<file path="src/rtl/subleq_mc_core.sv">
// Multi-cycle SUBLEQ core: unified memory, program load port, start/halt control,
// valid/ready memory-mapped I/O at IO_ADDR and self-loop halt detection.
module subleq_mc_core #(
  parameter int AW      = 8,
  parameter int DW      = 8,
  parameter int IO_ADDR = 2**AW-1
) (
  input  logic          clk,
  input  logic          rst_n,
  input  logic          start,
  input  logic          ld_en,
  input  logic [AW-1:0] ld_addr,
  input  logic [DW-1:0] ld_data,
  input  logic [DW-1:0] in_data,
  input  logic          in_valid,
  output logic          in_ready,
  output logic [DW-1:0] out_data,
  output logic          out_valid,
  input  logic          out_ready,
  output logic          busy,
  output logic          halted,
  output logic [AW-1:0] pc
);

  localparam logic [3:0] S_IDLE     = 4'd0;
  localparam logic [3:0] S_FA       = 4'd1;
  localparam logic [3:0] S_FB       = 4'd2;
  localparam logic [3:0] S_FC       = 4'd3;
  localparam logic [3:0] S_OA       = 4'd4;
  localparam logic [3:0] S_IN_WAIT  = 4'd5;
  localparam logic [3:0] S_OB       = 4'd6;
  localparam logic [3:0] S_EX       = 4'd7;
  localparam logic [3:0] S_OUT_WAIT = 4'd8;
  localparam logic [3:0] S_HALT     = 4'd9;

  localparam logic [AW-1:0] IO_A = IO_ADDR[AW-1:0];

  logic [3:0]    state;
  logic [AW-1:0] ra;
  logic [AW-1:0] rb;
  logic [AW-1:0] rc;
  logic [DW-1:0] opa;
  logic [DW-1:0] opb;
  logic [DW-1:0] mem [0:2**AW-1];

  logic [AW-1:0] rd_addr;
  logic [DW-1:0] diff;
  logic          taken;
  logic          ctl_idle;

  assign ctl_idle = (state == S_IDLE) || (state == S_HALT);
  assign busy     = !ctl_idle;
  assign halted   = (state == S_HALT);
  assign in_ready = (state == S_IN_WAIT);

  assign diff  = opb - opa;
  assign taken = diff[DW-1] || (diff == '0);

  // One read port shared by all fetch/operand states; data lands in the target register.
  always_comb begin
    rd_addr = pc;
    case (state)
      S_FB:    rd_addr = pc + AW'(1);
      S_FC:    rd_addr = pc + AW'(2);
      S_OA:    rd_addr = ra;
      S_OB:    rd_addr = rb;
      default: rd_addr = pc;
    endcase
  end

  // Memory is deliberately not reset so a loaded program survives rst_n.
  always_ff @(posedge clk) begin
    if (ctl_idle && ld_en)
      mem[ld_addr] <= ld_data;
    else if (state == S_EX && rst_n)
      mem[rb] <= diff;
  end

  always_ff @(posedge clk or negedge rst_n) begin
    if (!rst_n) begin
      state     <= S_IDLE;
      pc        <= '0;
      ra        <= '0;
      rb        <= '0;
      rc        <= '0;
      opa       <= '0;
      opb       <= '0;
      out_data  <= '0;
      out_valid <= 1'b0;
    end else begin
      case (state)
        S_IDLE, S_HALT: begin
          if (start) begin
            pc    <= '0;
            state <= S_FA;
          end
        end
        S_FA: begin
          ra    <= mem[rd_addr][AW-1:0];
          state <= S_FB;
        end
        S_FB: begin
          rb    <= mem[rd_addr][AW-1:0];
          state <= S_FC;
        end
        S_FC: begin
          rc    <= mem[rd_addr][AW-1:0];
          state <= S_OA;
        end
        S_OA: begin
          if (ra == IO_A) begin
            state <= S_IN_WAIT;
          end else begin
            opa   <= mem[rd_addr];
            state <= S_OB;
          end
        end
        S_IN_WAIT: begin
          if (in_valid) begin
            opa   <= in_data;
            state <= S_OB;
          end
        end
        S_OB: begin
          if (rb == IO_A) begin
            out_data  <= opa;
            out_valid <= 1'b1;
            state     <= S_OUT_WAIT;
          end else begin
            opb   <= mem[rd_addr];
            state <= S_EX;
          end
        end
        S_OUT_WAIT: begin
          if (out_ready) begin
            out_valid <= 1'b0;
            pc        <= pc + AW'(3);
            state     <= S_FA;
          end
        end
        S_EX: begin
          // A taken branch onto itself can never make progress: treat it as halt.
          if (taken && rc == pc) begin
            state <= S_HALT;
          end else if (taken) begin
            pc    <= rc;
            state <= S_FA;
          end else begin
            pc    <= pc + AW'(3);
            state <= S_FA;
          end
        end
        default: state <= S_IDLE;
      endcase
    end
  end

endmodule

</file>
<file path="config.mk">
export PLATFORM = sky130hd
export DESIGN_NAME = subleq_mc_core
export DESIGN_NICKNAME = d
export VERILOG_FILES = /design/src/rtl/subleq_mc_core.sv
export SDC_FILE = /design/constraint.sdc
export NUM_CORES = 2
export LEC_CHECK = 0
export ABC_CLOCK_PERIOD_IN_PS = 14300
export CAP_MARGIN = 20
export CORE_ASPECT_RATIO = 1.25
export CORE_MARGIN = 1
export CORE_UTILIZATION = 30
export CTS_CLUSTER_SIZE = 40
export DETAILED_ROUTE_END_ITERATION = 10
export SETUP_SLACK_MARGIN = 0.1
export SYNTH_ARGS = -nofsm -noshare
export SYNTH_HDL_FRONTEND = slang
export SYNTH_SLANG_ARGS = --single-unit
</file>
<file path="constraint.sdc">
create_clock -name clk -period 14.3 [get_ports clk]
set_input_delay 1.43 -clock clk [delete_from_list [all_inputs] [get_ports clk]]
set_output_delay 1.43 -clock clk [all_outputs]
set_load 0.005 [all_outputs]
</file>
==> impl_results.md <==
- P_leak: 34.0 nW
- Routability cong.: 0.842
- Most common flop cell mapped by yosys: edfxtp_1
- Cts repair resizes: 0
- First-pass GRT wire length: 344000 um
- RSZ-0062 raised after global routing: no
- Area occupied by multi-input gates: approximately 0.022 mm^2
- Crit. path cell count: 14
- Fill cells: 27600
- # DRC: 0
- Final Hold Vio Count: 0
- Setup bufs post-CTS: 0
- Dpl ws: 7.45 ns
- Sequential cell area: 0.0630 mm^2
- Clock Pin Slew Worst Setup and Hold Paths: roughly 0.070 ns
- DR pass1 iterations: 6
- Vias in the first global route: 50000
- I/O Pins: 50
- Pin count of the biggest net entering global routing: slightly below 200
- Placed cell count: 9438
- Data required, critical path: 15.09 ns
- Crit-path cells: nor2_1 -> nand3_1 -> and3_4 -> buf_12 -> buf_12 -> buf_4 -> mux2i_1 -> mux2i_1 -> o32ai_1 -> or4_1 -> a22oi_1 -> nand4_1 -> a221oi_2 -> a21o_1
- Achievable frequency: around 140 MHz
- Overflow after GRT: 0
- Clock sinks: 2109
- Max-Cap Viols: 0
- Slew Limit Headroom: 0.0997
- Top routing layer in use: met4
- Netlist cell types: 90
- Fraction of registers with async set/reset: 0.0289
- Post-Syn Instances: 5921
- CTS H-tree depth: 4
- Die area: 0.291 mm^2
- Syn Area/Cell: 14.6 um^2
- Fraction of layout cells with a size suffix above 1: 0.0873
- Power density over the cells: 236 mW/mm^2
- Area growth syn-to-layout: 12.3%
- Post-Syn Area: 0.0867 mm^2
- Routed Antenna Nets: 0
- Slowest-stage cell, CP: buf_4
- Status: complete, no violations
- Crit end category: flip-flop
- Total GRT Usage: 0.158
- Reg2reg end: opa[0]
- Fin. max-slew vios: 0
- Met3 wire len: around 15000 um
- Final worst-path cycle share: 0.503
- M1 WL: 92500 um
- CP Buf/Inv Count: 3
- R2r setup slk: a little over 7 ns
- EDFF count, synth: 2048
- Syn nets: 5963
- Final WS setup: 7.11 ns
- Worst reg2reg path startpoint: state[3]
- Non-filler cells, final: roughly 9800
- WS Path Type: reg -> reg
- Hold Path Class: reg -> reg
- Worst setup SP type: flip-flop
- Seq cells post-synth: 2109
- Die Ht: 603 um
- Initial antenna violation count: 9
- 1st-iter DRT viols: around 4900
- CTS tree: built
- Crit path largest cell delay: 0.92 ns
- Clock Latency Late Sink: 0.86 ns
- Synth warn: 0
- Post-DP HPWL: 137000 um
- Cell family with most CP delay: simple AND/OR/NAND/NOR gates
- Final Critical Period: 7.19 ns
- R2R depth: 14
- Worst Path Max Fanout: 139
- Initial Util: 0.302
- Final Skew: 0.0371 ns
- Crit path DAT: 7.98 ns
- VDD IR max: 0.000286 V
- Die W: 483 um
- Worst slew pin tran: 1.35 ns
- Hold_buf cts: 0
- Setup crit start: state[3]
- Fin Setup TNS: 0 ns
- HP Start: opb[4]
- Vias per Instance: 5.19
- Rows: 220
- Nets: 5915
- Core Area: 0.287 mm^2
- Setup violations, final: 0
- Met2 wire length: between 100000 and 150000 um
- Cts bufs inserted: just over 200
- Via count: 51000
- Worst Setup EP: opa[0]
- WL per Instance: 23.9 um
- Sequential area share after synthesis: 0.727
- I/O Buffers: 49
- Drt total wl: 235000 um
- CTS root buf: clkbuf_16
- CTS Buffer Depth: 3
## layout make-up
class | count | share of cell area
sequential | 2109 | 0.647
multi-input combinational | 3358 | 0.221
clock buffer | 257 | 0.0551
tap | 3774 | 0.0485
timing repair buffer | 158 | 0.0149
clock inverter | 118 | 0.0109
inverter | 40 | 0.00154
antenna | 5 | 0.000129
## cell usage in the layout, fill, tap and decap left out, types with 30 or more instances in the layout
cell             Yosys  routed
nor2_1             301     301
mux2i_1            543     543
buf_4               54      97
o21ai_0             61      56
clkbuf_16            0     206
edfxtp_1          2048    2048
a311oi_1            63      63
clkbuf_1           122      49
dfrtp_1             61      61
inv_1               40      40
nand2_1            906     897
and2_1              36      36
clkdlybuf4s50_1      0      48
o32ai_1            122     122
clkinv_1             0      56
mux2_2              44      42
a221oi_1            30      30
mux4_2              51      51
and3_1              55      53
or4_1               41      41
a21oi_1             66      66
nand3_1            661     661
## through the flow
stage | total power [W] | cell area (um^2) | util | hold slack, ns
finish | 0.0230 | 97300 | 0.339 | 0.500
global route | 0.0239 | 97300 | 0.339 | 0.540
CTS | 0.0230 | 97300 | 0.339 | 0.497
detailed placement | 0.0178 | 90900 | 0.316 | 0.483
global placement | 0.0177 | 90900 | 0.316 | 0.475
floorplan | 0.0146 | 86700 | - | 0.450
## worst min-delay path, delay by kind of cell (launching register included)
| family | cells | cell delay [ns] |
|---|---|---|
| flip-flops | 1 | 0.35 |
| AND/OR/NAND/NOR | 1 | 0.05 |
| AO/OA/AOI/OAI | 1 | 0.07 |
## sequential cells by signal, indices dropped and copies added, names as in the netlist, 8 cells and up
signal	cells
ra	8
rc	8
opb	8
rb	8
pc	8
opa	8
mem	2048
out_data	8
## synth_stat cells, types with 15 or more instances
library cell / count / area share
buf_1: 22 / 0.00095
buf_4: 54 / 0.0047
a311oi_1: 63 / 0.0064
mux2_2: 44 / 0.0057
clkbuf_1: 122 / 0.0053
and2_1: 36 / 0.0026
nor2_1: 301 / 0.013
a211oi_1: 17 / 0.0015
dfrtp_1: 61 / 0.018
o21ai_0: 61 / 0.0035
inv_1: 40 / 0.0017
o32ai_1: 122 / 0.012
mux2i_1: 543 / 0.063
and3_1: 55 / 0.0040
buf_6: 15 / 0.0019
nand3_1: 661 / 0.038
buf_2: 201 / 0.012
mux4_2: 51 / 0.013
a21oi_1: 66 / 0.0038
a31oi_1: 27 / 0.0019
nand2_1: 906 / 0.039
edfxtp_1: 2048 / 0.71
a32o_1: 17 / 0.0020
or4_1: 41 / 0.0036
a22oi_1: 28 / 0.0024
xnor2_1: 15 / 0.0015
a221oi_1: 30 / 0.0030
nand4_1: 23 / 0.0017
## cell families after synthesis
| group | count (synthesis) | synth area share |
|---|---|---|
| AO/OA/AOI/OAI | 567 | 0.0510 |
| buffers and inverters | 454 | 0.0262 |
| adder cells (fa/ha/maj) | 12 | 0.00182 |
| XOR/XNOR | 19 | 0.00192 |
| flip-flops | 2109 | 0.727 |
| AND/OR/NAND/NOR | 2120 | 0.110 |
| multiplexers | 640 | 0.0819 |
## how the worst min path moves through the flow
| stage | depth (start not counted) | endpoint |
|---|---|---|
| floorplan | 2 | opb[0] |
| global placement | 2 | opb[0] |
| detailed placement | 2 | opb[4] |
| CTS | 2 | opb[4] |
| global route | 1 | out_data[3] |
| finish | 2 | opb[4] |
## per-layer routing
layer,GRT usage,up-vias
li1,-,22600
met3,0.0237,454
met4,0.0687,0
met1,0.200,26000
met5,0,-
met2,0.267,1985
## where the power goes
part / internal, W / switching [W]
sequential: 0.00723 / 0.000120
combinational: 0.00323 / 0.00716
clock: 0.00290 / 0.00234
total: 0.0134 / 0.00962
No activity file was read; power rests on OpenSTA's default activity.
